### config.mk
export PLATFORM = sky130hd
export DESIGN_NAME = dot_vec_feeder
export DESIGN_NICKNAME = d
export VERILOG_FILES = /design/src/rtl/dot_box_pkg.sv /design/src/rtl/dot_pingpong_buf.sv /design/src/rtl/dot_vec_feeder.sv
export SDC_FILE = /design/constraint.sdc
export NUM_CORES = 1
export LEC_CHECK = 0
export CORE_ASPECT_RATIO = 0.7
export CORE_MARGIN = 10
export CORE_UTILIZATION = 57
export CTS_CLUSTER_SIZE = 8
export DETAILED_ROUTE_END_ITERATION = 8
export HOLD_SLACK_MARGIN = 0.08
export PLACE_DENSITY = 0.95
export SYNTH_ARGS = -nofsm -noshare
export SYNTH_HDL_FRONTEND = slang
export SYNTH_SLANG_ARGS = --single-unit
### constraint.sdc
create_clock -name clk -period 5.1 [get_ports clk]
set_input_delay 1.02 -clock clk [delete_from_list [all_inputs] [get_ports clk]]
set_output_delay 1.02 -clock clk [all_outputs]
set_load 0.05 [all_outputs]
### src/rtl/dot_box_pkg.sv
// Shared constants and types for the dot-product box front end.
package dot_box_pkg;

  localparam int N_ELEM = 8;
  localparam int DW     = 16;
  localparam int RW     = 32;

  typedef enum logic [1:0] {
    IDLE,
    START,
    RUN
  } state_e;

  typedef logic signed [N_ELEM-1:0][DW-1:0] dot_vec_t;

endpackage

### src/rtl/dot_pingpong_buf.sv
// Two-bank (x, y) vector store: fills one bank beat by beat while the other
// bank is held steady for the dot-product engine.
module dot_pingpong_buf #(
  parameter int N_ELEM = 8,
  parameter int DW     = 16
) (
  input  logic                   clk,
  input  logic                   reset,
  input  logic                   s_valid,
  output logic                   s_ready,
  input  logic signed [DW-1:0]   s_x,
  input  logic signed [DW-1:0]   s_y,
  input  logic                   rd_free,
  output logic                   rd_full,
  output logic [N_ELEM*DW-1:0]   dot_x,
  output logic [N_ELEM*DW-1:0]   dot_y
);

  localparam int PW = (N_ELEM > 1) ? $clog2(N_ELEM) : 1;
  localparam logic [PW-1:0] LAST = PW'(N_ELEM - 1);

  logic [N_ELEM-1:0][DW-1:0] bank_x_q [2];
  logic [N_ELEM-1:0][DW-1:0] bank_x_d [2];
  logic [N_ELEM-1:0][DW-1:0] bank_y_q [2];
  logic [N_ELEM-1:0][DW-1:0] bank_y_d [2];
  logic [1:0]                full_q, full_d;
  logic                      wr_bank_q, wr_bank_d;
  logic [PW-1:0]             wr_ptr_q, wr_ptr_d;
  logic                      rd_bank_q, rd_bank_d;
  logic                      wr_en;

  assign s_ready = !full_q[wr_bank_q];
  assign wr_en   = s_valid && s_ready;

  // A write can only target a non-full bank and a free only a full one, so
  // both may land in the same cycle without touching the same flag.
  always_comb begin
    bank_x_d  = bank_x_q;
    bank_y_d  = bank_y_q;
    full_d    = full_q;
    wr_bank_d = wr_bank_q;
    wr_ptr_d  = wr_ptr_q;
    rd_bank_d = rd_bank_q;
    if (wr_en) begin
      bank_x_d[wr_bank_q][wr_ptr_q] = s_x;
      bank_y_d[wr_bank_q][wr_ptr_q] = s_y;
      if (wr_ptr_q == LAST) begin
        full_d[wr_bank_q] = 1'b1;
        wr_bank_d         = !wr_bank_q;
        wr_ptr_d          = '0;
      end else begin
        wr_ptr_d = wr_ptr_q + 1'b1;
      end
    end
    if (rd_free) begin
      full_d[rd_bank_q] = 1'b0;
      rd_bank_d         = !rd_bank_q;
    end
  end

  always_ff @(posedge clk) begin
    if (reset) begin
      bank_x_q  <= '{default: '0};
      bank_y_q  <= '{default: '0};
      full_q    <= '0;
      wr_bank_q <= 1'b0;
      wr_ptr_q  <= '0;
      rd_bank_q <= 1'b0;
    end else begin
      bank_x_q  <= bank_x_d;
      bank_y_q  <= bank_y_d;
      full_q    <= full_d;
      wr_bank_q <= wr_bank_d;
      wr_ptr_q  <= wr_ptr_d;
      rd_bank_q <= rd_bank_d;
    end
  end

  assign rd_full = full_q[rd_bank_q];
  assign dot_x   = bank_x_q[rd_bank_q];
  assign dot_y   = bank_y_q[rd_bank_q];

endmodule

### src/rtl/dot_vec_feeder.sv
// Front end for dot_box_top: assembles beats into vectors, sequences the
// engine start/done handshake and holds the result until it is consumed.
module dot_vec_feeder
  import dot_box_pkg::*;
#(
  parameter int N_ELEM  = dot_box_pkg::N_ELEM,
  parameter int DW      = dot_box_pkg::DW,
  parameter int RW      = dot_box_pkg::RW,
  parameter int TIMEOUT = 16
) (
  input  logic                   clk,
  input  logic                   reset,
  input  logic                   s_valid,
  output logic                   s_ready,
  input  logic signed [DW-1:0]   s_x,
  input  logic signed [DW-1:0]   s_y,
  output logic [N_ELEM*DW-1:0]   dot_x,
  output logic [N_ELEM*DW-1:0]   dot_y,
  output logic                   dot_start,
  input  logic                   dot_xfc,
  input  logic signed [RW-1:0]   dot_dat,
  input  logic signed [DW-1:0]   dot_dat16,
  output logic                   r_valid,
  input  logic                   r_ready,
  output logic signed [RW-1:0]   r_dat,
  output logic signed [DW-1:0]   r_dat16,
  output logic                   busy,
  output logic                   err
);

  localparam int CW = (TIMEOUT > 2) ? $clog2(TIMEOUT) : 1;
  // cnt_q holds (cycles since dot_start) - 1, so giving up at the end of
  // this value raises err exactly TIMEOUT cycles after dot_start.
  localparam logic [CW-1:0] CNT_LAST = CW'(TIMEOUT - 2);

  state_e                state_q, state_d;
  logic [CW-1:0]         cnt_q, cnt_d;
  logic                  r_valid_q, r_valid_d;
  logic signed [RW-1:0]  r_dat_q, r_dat_d;
  logic signed [DW-1:0]  r_dat16_q, r_dat16_d;
  logic                  err_q, err_d;
  logic                  dot_start_q, dot_start_d;
  logic                  busy_q, busy_d;
  logic                  buf_free;
  logic                  buf_full;

  dot_pingpong_buf #(
    .N_ELEM (N_ELEM),
    .DW     (DW)
  ) u_buf (
    .clk     (clk),
    .reset   (reset),
    .s_valid (s_valid),
    .s_ready (s_ready),
    .s_x     (s_x),
    .s_y     (s_y),
    .rd_free (buf_free),
    .rd_full (buf_full),
    .dot_x   (dot_x),
    .dot_y   (dot_y)
  );

  always_comb begin
    state_d   = state_q;
    cnt_d     = cnt_q;
    r_valid_d = r_valid_q && !r_ready;
    r_dat_d   = r_dat_q;
    r_dat16_d = r_dat16_q;
    err_d     = err_q;
    buf_free  = 1'b0;
    case (state_q)
      IDLE: begin
        // A result being consumed this cycle no longer blocks the next start.
        if (buf_full && !r_valid_d) state_d = START;
      end
      START: begin
        cnt_d   = '0;
        state_d = RUN;
      end
      RUN: begin
        cnt_d = cnt_q + 1'b1;
        if (dot_xfc) begin
          r_dat_d   = dot_dat;
          r_dat16_d = dot_dat16;
          r_valid_d = 1'b1;
          buf_free  = 1'b1;
          state_d   = IDLE;
        end else if (cnt_q == CNT_LAST) begin
          err_d    = 1'b1;
          buf_free = 1'b1;
          state_d  = IDLE;
        end
      end
      default: state_d = IDLE;
    endcase
    dot_start_d = (state_d == START);
    busy_d      = (state_d != IDLE);
  end

  always_ff @(posedge clk) begin
    if (reset) begin
      state_q     <= IDLE;
      cnt_q       <= '0;
      r_valid_q   <= 1'b0;
      r_dat_q     <= '0;
      r_dat16_q   <= '0;
      err_q       <= 1'b0;
      dot_start_q <= 1'b0;
      busy_q      <= 1'b0;
    end else begin
      state_q     <= state_d;
      cnt_q       <= cnt_d;
      r_valid_q   <= r_valid_d;
      r_dat_q     <= r_dat_d;
      r_dat16_q   <= r_dat16_d;
      err_q       <= err_d;
      dot_start_q <= dot_start_d;
      busy_q      <= busy_d;
    end
  end

  assign dot_start = dot_start_q;
  assign busy      = busy_q;
  assign r_valid   = r_valid_q;
  assign r_dat     = r_dat_q;
  assign r_dat16   = r_dat16_q;
  assign err       = err_q;

endmodule

==> metrics.md, run 1 <==
| Metric | Value |
|---|---|
| Result of the run | `finished, final reports clean` |
| Final Slew Violations | `0` |
| Synthesis-to-finish area growth | `26.9%` |
| TritonCTS clock tree | `done` |
| Cells after synthesis | `2902` |
| Clock-pin transition on the worst setup and hold timing paths | `0.05 ns` |
| Startpoint of the worst register-to-register path | `u_buf.wr_bank_q` |
| Number of nets in the synthesized netlist | `2995` |
| Die Footprint | `49200 µm²` |
| Worst-case reg-to-reg path depth | `4` |
| Peak Freq | `0.237 GHz` |
| Clock Skew | `0.0146 ns` |
| Final setup fails | `0` |
| Share of post-route cells with drive strength above 1 | `13.0%` |
| Number of buffers inserted during clock tree synthesis | `82` |
| Global-route wire length before repair | `126000 µm` |
| Worst Min Path Start | `r_dat[19]` |
| Reg2reg end | `u_buf.bank_x_q[136]` |
| Met1 Usage GRT | `37.2%` |
| Crit. End Element | `output pin` |
| Count of routing violations after the opening detailed-route iteration | `2691` |
| Share of the yosys chip area belonging to registers | `49.8%` |
| Final total negative setup slack | `0 ns` |
| Top library cells by usage in the layout, fill and taps aside | `1143 x nand2_1, 576 x dfxtp_1, 571 x a21oi_1, 392 x clkdlybuf4s50_1, 257 x mux2_2` |
| Max Buffers Root-to-Sink | `3` |
| Routing usage on met2 | `51.2%` |
| Most common cell after layout, fill and taps aside | `nand2_1` |
| Routability Congestion | `0.888` |
| Die Y | `189 µm` |
| DR pass1 iterations | `8` |
| Area of the core | `39900 µm²` |
| Total vias in the final route | `22653` |
| Mean number of vias per cell | `6.12` |
| Initial core utilization | `58.1%` |
| Maxcap violations | `0` |
| Maximum number of pins on one net before global-route repair | `164` |
| Primary flip-flop cell chosen by synthesis mapping | `dfxtp_1` |
| Synth Area per Inst | `7.99 µm²` |
| Net count reported at finish | `3251` |
| Critical path data required time | `4.08 ns` |
| Post-cts repair resize count | `0` |
| Global Route Usage Sum | `31.9%` |
| Max IR drop VDD | `0.292 mV` |
| Worst hold path cell count | `2` |
| Endpoints failing hold | `0` |
| Buffer type at the clock tree root | `clkbuf_16` |
| Total detailed-routing wirelength | `82500 µm` |
| Worst min path class | `reg -> reg` |
| Total power | `9.94 mW` |
| Final critical-path share of the clock period | `82.9%` |
| Routed length per instance | `22.3 µm` |
| Max-slew headroom | `10.3%` |
| Reg2Reg Setup Slack | `2.52 ns` |
| Unrepaired setup endpoints after global routing | `no` |
| Critical path arrival | `3.21 ns` |
| Post-layout util | `73.7%` |
| HPWL reported at the end of detailed placement | `50800 µm` |
| Initial antenna violation count | `2` |
| Netlist area before placement | `23200 µm²` |
| Via count of the first global-routing pass | `23183` |
| DIE WIDTH | `261 µm` |
| Number of distinct library cells after synthesis | `35` |
| Cell Rows | `61` |
| I/O pin total | `394` |
| Fill cell instance count of the final layout | `2569` |
| Number of flops mapped to enable cells by yosys | `0` |
| Maximum net fanout on the critical path | `59` |
| GR met3 Demand/Resource | `10.2%` |
| WHS Endpoint | `r_dat[19]` |
| Count of state elements after synthesis | `577` |
| Critical path start-end classification | `reg -> out` |
| Port buffer count | `393` |
| Type of element launching the critical path | `flop` |
| Post-cts hold buffer count | `0` |
| Busiest layer in global routing | `met2` |
| Insertion delay to the later sink of the worst-skew pair | `0.60 ns` |
| Global route total overflow | `0` |
| Worst-margin pin slew | `1.34 ns` |
| Max H-tree Level | `3` |
| Async S/R FF share, synth | `0%` |
| Pwr Density | `338 nW/µm²` |
| Number of warning messages in the yosys log | `0` |
| # clock sinks | `577` |
| Static power due to leakage | `10.1 nW` |
| Remaining DRCs | `0` |
| Post-CTS setup buffers | `0` |
| Post-layout minimum cycle time | `4.23 ns` |
| Remaining antenna violation count | `0` |
## worst max-delay path by stage
stage | start | endpoint | cells after the start
after floorplan | u_buf.rd_bank_q | dot_x[120] | 4
after global placement | s_valid | u_buf.bank_x_q[137] | 5
after detailed placement | s_valid | u_buf.bank_x_q[133] | 5
after CTS | u_buf.rd_bank_q | dot_y[90] | 3
after global routing | u_buf.rd_bank_q | dot_y[90] | 3
final | u_buf.rd_bank_q | dot_y[90] | 3
## power breakdown
group | switching, mW | internal, mW | total, mW
registers | 0.0291 | 4.55 | 4.58
logic | 0.413 | 0.177 | 0.590
clock network | 1.87 | 2.89 | 4.77
## flip-flops by register name, indices dropped and copies added, names as in the netlist, 2 cells and up
signal,count
u_buf.bank_y_q,256
u_buf.wr_ptr_q,3
cnt_q,4
r_dat16,16
r_dat,32
state_q,2
u_buf.bank_x_q,256
u_buf.full_q,2
## area by class of cell
type                    instances  area [µm²]  share of cell area (%)
diodes                          1        2.50                 0.00851
clock buffers                  86        2110                    7.17
clock inverters                 6        75.1                   0.255
inverters                       7        26.3                  0.0893
multi-input cells            2051       10600                    36.1
flip-flops and latches        577       11600                    39.3
well taps                     535         669                    2.28
repair buffers                439        4350                    14.8
## synth_stat cells, drive strengths merged, types with 6 or more instances
cell	count	area, µm²
nand3	8	40.0
dfxtp	577	11600
nor2	23	86.3
nor3	6	35.0
inv	7	26.3
ha	8	100
buf	18	86.3
a21oi	571	2860
clkbuf	249	935
mux2	257	2890
nand2	1143	4290
## worst max-delay path, cell delays in order, from the launching register on
cell	delay, ns
dfxtp_4	0.96
buf_4	0.46
mux2_2	0.41
clkdlybuf4s50_1	0.76
## logic make-up (layout without fill, tap and decap cells)
logic type | after synthesis | after routing | synth area share, %
AO/OA/AOI/OAI | 581 | 581 | 12.6
XOR/XNOR | 2 | 2 | 0.0756
adder cells (fa/ha/maj) | 8 | 8 | 0.432
buffers and inverters | 274 | 538 | 4.52
flip-flops | 577 | 577 | 49.8
multiplexers | 258 | 258 | 12.5
other | 0 | 1 | 0
AND/OR/NAND/NOR | 1202 | 1202 | 20.0
## through the flow
stage	std cells	setup WS, ns	area (µm²)	hold WS [ns]
floorplan	2902	2.36	23200	0.433
finish	3702	0.872	29400	0.452
CTS	3701	0.872	29400	0.450
global placement	3609	1.47	27200	0.438
detailed placement	3609	1.29	27200	0.443
global route	3702	0.806	29400	0.463
## per-layer routing
metal / up-vias / wire length [µm]
met4: 2 / 4340
met1: 10622 / 29700
met2: 1692 / 37800
met3: 407 / 10500
met5: - / 13
li1: 9930 / -
No activity file was read; power rests on OpenSTA's default activity.
==> inputs of run 2 (changes only) <==
Settings changed: CORE_UTILIZATION 57 to 53, PLACE_DENSITY 0.95 to 0.9.
Clock period 5.1 ns to 4.4 ns, I/O delays scaled along.
==> metrics.md, run 2 (synthesis gave the netlist of run 1 again) <==
| Metric | Value |
|---|---|
| Ordered list of cells on the worst path | `buf_4 -> mux2_2 -> clkdlybuf4s50_1` |
| Total power | `11.5 mW (+16%)` |
| Number of standard cells in the final layout excluding fillers | `3754 (+1.4%)` |
| HPWL reported at the end of detailed placement | `47900 µm (-5.6%)` |
| Type of element launching the critical path | `flop` |
| Flip-flop and latch area | `11600 µm² (unchanged)` |
| Area occupied by multi-input gates | `10600 µm² (unchanged)` |
| Delay of the slowest cell on the worst path | `0.79 ns (-0.17 ns)` |
| Critical path start-end classification | `reg -> out` |
| Top library cells by usage in the layout, fill and taps aside | `1143 x nand2_1, 576 x dfxtp_1, 571 x a21oi_1, 392 x clkdlybuf4s50_1, 257 x mux2_2` |
| Share of post-route cells with drive strength above 1 | `13.1% (+0.023 points)` |
| Part of the total power dissipated in sequential elements | `46.0% (about the same)` |
| Net count reported at finish | `3252 (+0.031%)` |
| Remaining DRCs | `0 (unchanged)` |
| Die Y | `195 µm (+3.3%)` |
| Worst-margin pin slew | `1.06 ns (-0.286 ns)` |
| Maxcap violations | `0 (unchanged)` |
| Via count of the first global-routing pass | `21122 (-8.9%)` |
| Result of the run | `finished, final reports clean` |
| Sum of routed wire segments on met1 | `30000 µm (+0.95%)` |
| Final setup fails | `0 (unchanged)` |
| Internal Dissipation | `8.83 mW (+16%)` |
| Crit path max-delay cell type | `dfxtp_4` |
| Initial antenna violation count | `0 (-2)` |
| I/O pin total | `394 (unchanged)` |
| Most common cell after layout, fill and taps aside | `nand2_1` |
| Post-layout minimum cycle time | `3.86 ns` |
| Number of buffers inserted during clock tree synthesis | `82 (unchanged)` |
| Max Buffers Root-to-Sink | `3 (unchanged)` |
| Peak Freq | `0.259 GHz` |
| Share of total power in combinational logic | `5.8% (about the same)` |
| Fraction of power spent switching nets | `23.4% (+0.14 points)` |
| Final Slew Violations | `0 (unchanged)` |
| Insertion delay to the later sink of the worst-skew pair | `0.60 ns (about the same)` |
| Maximum number of pins on one net before global-route repair | `158 (-3.7%)` |
| Post-CTS setup buffers | `0 (unchanged)` |
| Static power due to leakage | `10.1 nW (+0.26%)` |
| # clock sinks | `577 (unchanged)` |
| DR pass1 iterations | `5 (-3)` |
| Post-layout util | `69.0% (-4.6 points)` |
| Critical path launch point | `u_buf.rd_bank_q` |
| Reg2reg end | `u_buf.bank_x_q[213]` |
| Switching pwr | `2.70 mW (+17%)` |
| Worst min path class | `reg -> reg` |
| Global route total overflow | `0 (unchanged)` |
| Remaining antenna violation count | `0 (unchanged)` |
| Final critical-path share of the clock period | `87.7%` |
| Max H-tree Level | `3 (unchanged)` |
| Unrepaired setup endpoints after global routing | `no` |
| Endpoints failing hold | `0 (unchanged)` |
| Cell Rows | `63 (+3.3%)` |
| Pwr Density | `390 nW/µm² (+16%)` |
| Top routing layer in use | `met4` |
| DR WL met3 | `8090 µm (-23%)` |
| Area of the core | `42800 µm² (+7.2%)` |
| Reg2Reg Setup Slack | `2.04 ns (-0.48 ns)` |
| TritonCTS clock tree | `done` |
| Count of routing violations after the opening detailed-route iteration | `2181 (-19%)` |
| Global-route wire length before repair | `117000 µm (-7.0%)` |
| Worst hold path cell count | `2 (unchanged)` |
| Post-cts hold buffer count | `0 (unchanged)` |
| End of the critical path | `dot_y[108]` |
| DIE WIDTH | `270 µm (+3.4%)` |
| Final total negative setup slack | `0 ns (unchanged)` |
| Worst-case hold slack | `0.449 ns (-0.00279 ns)` |
| Routed length per instance | `20.2 µm (-9.2%)` |
| Post-cts repair resize count | `0 (unchanged)` |
| Number of instances in the placed design | `3660 (+1.4%)` |
| Maximum net fanout on the critical path | `40 (-32%)` |
| Max-slew headroom | `29.3% (+19 points)` |
| Met2 routed wirelength | `35100 µm (-7.2%)` |
| Clock-pin transition on the worst setup and hold timing paths | `0.05 ns (about the same)` |
| Global Route Usage Sum | `27.4% (-4.6 points)` |
| Clock network fraction of design power | `48.2% (+0.2 points)` |
| Mean number of vias per cell | `5.67 (-7.3%)` |
| Port buffer count | `393 (unchanged)` |
| Buffer type at the clock tree root | `clkbuf_16` |
| Startpoint of the worst register-to-register path | `u_buf.wr_ptr_q[0]` |
| Initial core utilization | `54.1% (-3.9 points)` |
| Worst-case reg-to-reg path depth | `5 (+1)` |
| Total vias in the final route | `21300 (-6.0%)` |
| Total detailed-routing wirelength | `75900 µm (-7.9%)` |
| Synthesis-to-finish area growth | `27.5%` |
| Fill cell instance count of the final layout | `3160 (+23%)` |
| Crit. End Element | `output pin` |
| Routability Congestion | `0.865 (-2.6%)` |
| Critical path data required time | `3.52 ns (-0.56 ns)` |
| Critical path arrival | `2.98 ns (-0.23 ns)` |
| Die Footprint | `52600 µm² (+6.8%)` |
| Max IR drop VDD | `0.322 mV (+10%)` |
| Clock Skew | `0.0160 ns (+0.00140 ns)` |
run 2: changes by cell type in the layout (fill, tap and decap cells not counted):
cell,change
clkinvlp_4,+1
clkinv_4,-1
clkinv_8,-1
buf_12,+4
clkbuf_1,+1
inv_16,+4
buf_4,-3
inv_6,-2
clkbuf_16,-1
run 2: metrics by stage:
step           instance area [µm²]  setup WS [ns]
2_1_floorplan                23200           1.80
6_report                     29600          0.542
3_5_place_dp                 27300          0.988
4_1_cts                      29600          0.516
5_1_grt                      29600          0.468
3_3_place_gp                 27300           1.08
run 2: worst min-delay path by stage:
| stage | slack, ns | start | end |
|---|---|---|---|
| final | 0.45 | u_buf.bank_x_q[144] | u_buf.bank_x_q[144] |
| after global routing | 0.46 | u_buf.bank_y_q[52] | u_buf.bank_y_q[52] |
| after CTS | 0.45 | u_buf.bank_y_q[72] | u_buf.bank_y_q[72] |
| after detailed placement | 0.44 | u_buf.bank_x_q[51] | u_buf.bank_x_q[51] |
| after global placement | 0.44 | u_buf.bank_x_q[44] | u_buf.bank_x_q[44] |
| after floorplan | 0.43 | u_buf.bank_x_q[0] | u_buf.bank_x_q[0] |
run 2: routing by layer:
layer | vias to the layer above | track usage [%]
met1 | 10095 | 33.8
li1 | 9930 | -
met5 | - | 0
met2 | 1094 | 44.0
met3 | 181 | 8.23
met4 | 0 | 11.4
run 2: layout make-up:
type	count	share of cell area (%)
sequential	577	39.1
multi-input combinational	2051	36.0
timing repair buffer	440	14.9
clock buffer	86	7.07
tap	585	2.48
clock inverter	7	0.406
inverter	7	0.0889
antenna	1	0.00847
run 2: worst max-delay path, delay by kind of cell (launching register included):
kind,cells,cell delay [ns]
multiplexers,1,0.39
buffers and inverters,2,1.18
flip-flops,1,0.79
run 2: power groups by stage:
stage	Clock [mW]	Combinational (mW)	Sequential, mW
final	5.56	0.670	5.31
after global routing	5.86	0.701	5.30
after CTS	5.63	0.661	5.31
after detailed placement	0	0.657	5.41
after global placement	0	0.653	5.41
after floorplan	0	0.404	5.40
==> inputs of run 3 (changes only) <==
Settings changed: RECOVER_POWER set to 100.
==> metrics.md, run 3 (synthesis gave the netlist of run 1 again) <==
| Metric | Value |
|---|---|
| Result of the run | `finished, violations left` |
| Failing checks | `capacitance limit, slew limit` |
| Insertion delay to the later sink of the worst-skew pair | `0.60 ns (about the same)` |
| Final critical-path share of the clock period | `92.7% (+5.0 points)` |
| TritonCTS clock tree | `done` |
| Worst-margin pin slew | `2.11 ns (+1.05 ns)` |
| # clock sinks | `577 (unchanged)` |
| Ordered list of cells on the worst path | `clkbuf_2 -> mux2_2 -> clkdlybuf4s50_1` |
| Worst-case hold slack | `0.447 ns (-0.00194 ns)` |
| Unrepaired setup endpoints after global routing | `no` |
| Maximum net fanout on the critical path | `40 (unchanged)` |
| Top library cells by usage in the layout, fill and taps aside | `1143 x nand2_1, 576 x dfxtp_1, 571 x a21oi_1, 285 x dlygate4sd3_1, 256 x mux2_2` |
| Max-slew headroom | `-40.4% (-70 points)` |
| Share of post-route cells with drive strength above 1 | `12.4% (-0.69 points)` |
| Type of element launching the critical path | `flop` |
| Crit path max-delay cell type | `dfxtp_4` |
| Number of buffers inserted during clock tree synthesis | `82 (unchanged)` |
| Critical path start-end classification | `reg -> out` |
| Cell Rows | `63 (unchanged)` |
| HPWL reported at the end of detailed placement | `47900 µm (unchanged)` |
| Synthesis-to-finish area growth | `27.2%` |
| Endpoints failing hold | `0 (unchanged)` |
| Buffer type at the clock tree root | `clkbuf_16` |
| Via count of the first global-routing pass | `21122 (unchanged)` |
| Total detailed-routing wirelength | `76000 µm (about the same)` |
| Post-route setup slack | `0.323 ns (-0.219 ns)` |
| Total power | `11.5 mW (-0.12%)` |
| Remaining DRCs | `0 (unchanged)` |
| Post-layout minimum cycle time | `4.08 ns (+0.219 ns)` |
| Final Slew Violations | `462 (+462)` |
| GR met3 Demand/Resource | `8.23% (unchanged)` |
| Startpoint of the worst register-to-register path | `u_buf.wr_bank_q` |
| DR pass1 iterations | `6 (+1)` |
| Peak Freq | `0.245 GHz (-5.4%)` |
| Max H-tree Level | `3 (unchanged)` |
| Met1 Usage GRT | `33.8% (unchanged)` |
| Worst Min Path Start | `r_dat16[1]` |
| Remaining antenna violation count | `0 (unchanged)` |
| Pwr Density | `391 nW/µm² (+0.14%)` |
| Post-cts hold buffer count | `0 (unchanged)` |
| Critical path launch point | `u_buf.rd_bank_q` |
| Total vias in the final route | `21366 (+0.31%)` |
| Routing usage on met2 | `44.0% (unchanged)` |
| Clock Skew | `0.0166 ns (+0.000560 ns)` |
| Initial core utilization | `54.1% (unchanged)` |
| Crit. End Element | `output pin` |
| Critical path arrival | `3.20 ns (+0.22 ns)` |
| Busiest layer in global routing | `met2` |
| DIE WIDTH | `270 µm (unchanged)` |
| Die Y | `195 µm (unchanged)` |
| Initial antenna violation count | `1 (+1)` |
| Net count reported at finish | `3252 (unchanged)` |
| Post-place setup slack | `0.988 ns (unchanged)` |
| Port buffer count | `393 (unchanged)` |
| Maxcap violations | `14 (+14)` |
| Count of routing violations after the opening detailed-route iteration | `2251 (+3.2%)` |
| Routability Congestion | `0.865 (unchanged)` |
| Global Route Usage Sum | `27.4% (unchanged)` |
| Max IR drop VDD | `0.322 mV (about the same)` |
| Worst min path class | `reg -> reg` |
| Global route total overflow | `0 (unchanged)` |
| Final setup fails | `0 (unchanged)` |
| Routed length per instance | `20.2 µm (about the same)` |
| Worst-case reg-to-reg path depth | `5 (unchanged)` |
| Area of the core | `42800 µm² (unchanged)` |
| Max Buffers Root-to-Sink | `3 (unchanged)` |
| Global-route wire length before repair | `117000 µm (unchanged)` |
| Clock-pin transition on the worst setup and hold timing paths | `0.05 ns (about the same)` |
| Final total negative setup slack | `0 ns (unchanged)` |
| I/O pin total | `394 (unchanged)` |
| Critical path data required time | `3.52 ns (about the same)` |
| Mean number of vias per cell | `5.69 (+0.31%)` |
| Most common cell after layout, fill and taps aside | `nand2_1` |
| Die Footprint | `52600 µm² (unchanged)` |
| Worst hold path cell count | `2 (unchanged)` |
| Delay of the slowest cell on the worst path | `0.79 ns (about the same)` |
| Maximum number of pins on one net before global-route repair | `158 (unchanged)` |
| Post-CTS setup buffers | `0 (unchanged)` |
| Post-cts repair resize count | `0 (unchanged)` |
| Static power due to leakage | `11.0 nW (+8.9%)` |
[run 3: routing by layer]
layer	routed length, µm	share of wire [%]
met1	30000	40
met2	35100	46
met3	8080	11
met4	2740	3.6
met5	0	0
[run 3: report_power, final]
group / total (mW) / internal (mW) / switching (mW) / leakage [nW]
logic: 0.653 / 0.191 / 0.463 / 5.27
registers: 5.31 / 5.28 / 0.0277 / 4.65
clock network: 5.56 / 3.35 / 2.21 / 1.08
total: 11.5 / 8.82 / 2.70 / 11.0
[run 3: stage by stage]
step                      area (µm²)  std cells  util [%]
after global placement         27300       3660      63.9
final                          29500       3754      68.9
after floorplan                23200       2902         -
after CTS                      29600       3753      69.0
after detailed placement       27300       3660      63.9
after global routing           29500       3753      68.9
[run 3: final timing paths]
kind	end	slack, ns
worst min register to register	r_dat16[1]	0.45
worst min-delay path	r_dat16[1]	0.45
worst max-delay path	dot_y[108]	0.32
worst max register to register	u_buf.bank_y_q[146]	1.30
[run 3: worst max-delay path, delay by kind of cell, from the launching register on]
kind	cells	cell delay (ns)
multiplexers	1	0.42
buffers and inverters	2	1.36
flip-flops	1	0.79
[run 3: layout make-up]
cell class | count | area, µm²
Tap cell | 585 | 732
Multi-Input combinational cell | 2051 | 10600
Clock buffer | 86 | 2090
Timing Repair Buffer | 440 | 4330
Antenna cell | 1 | 2.50
Clock inverter | 7 | 120
Inverter | 7 | 26.3
Sequential cell | 577 | 11600
Fill cell | 3184 | 13300
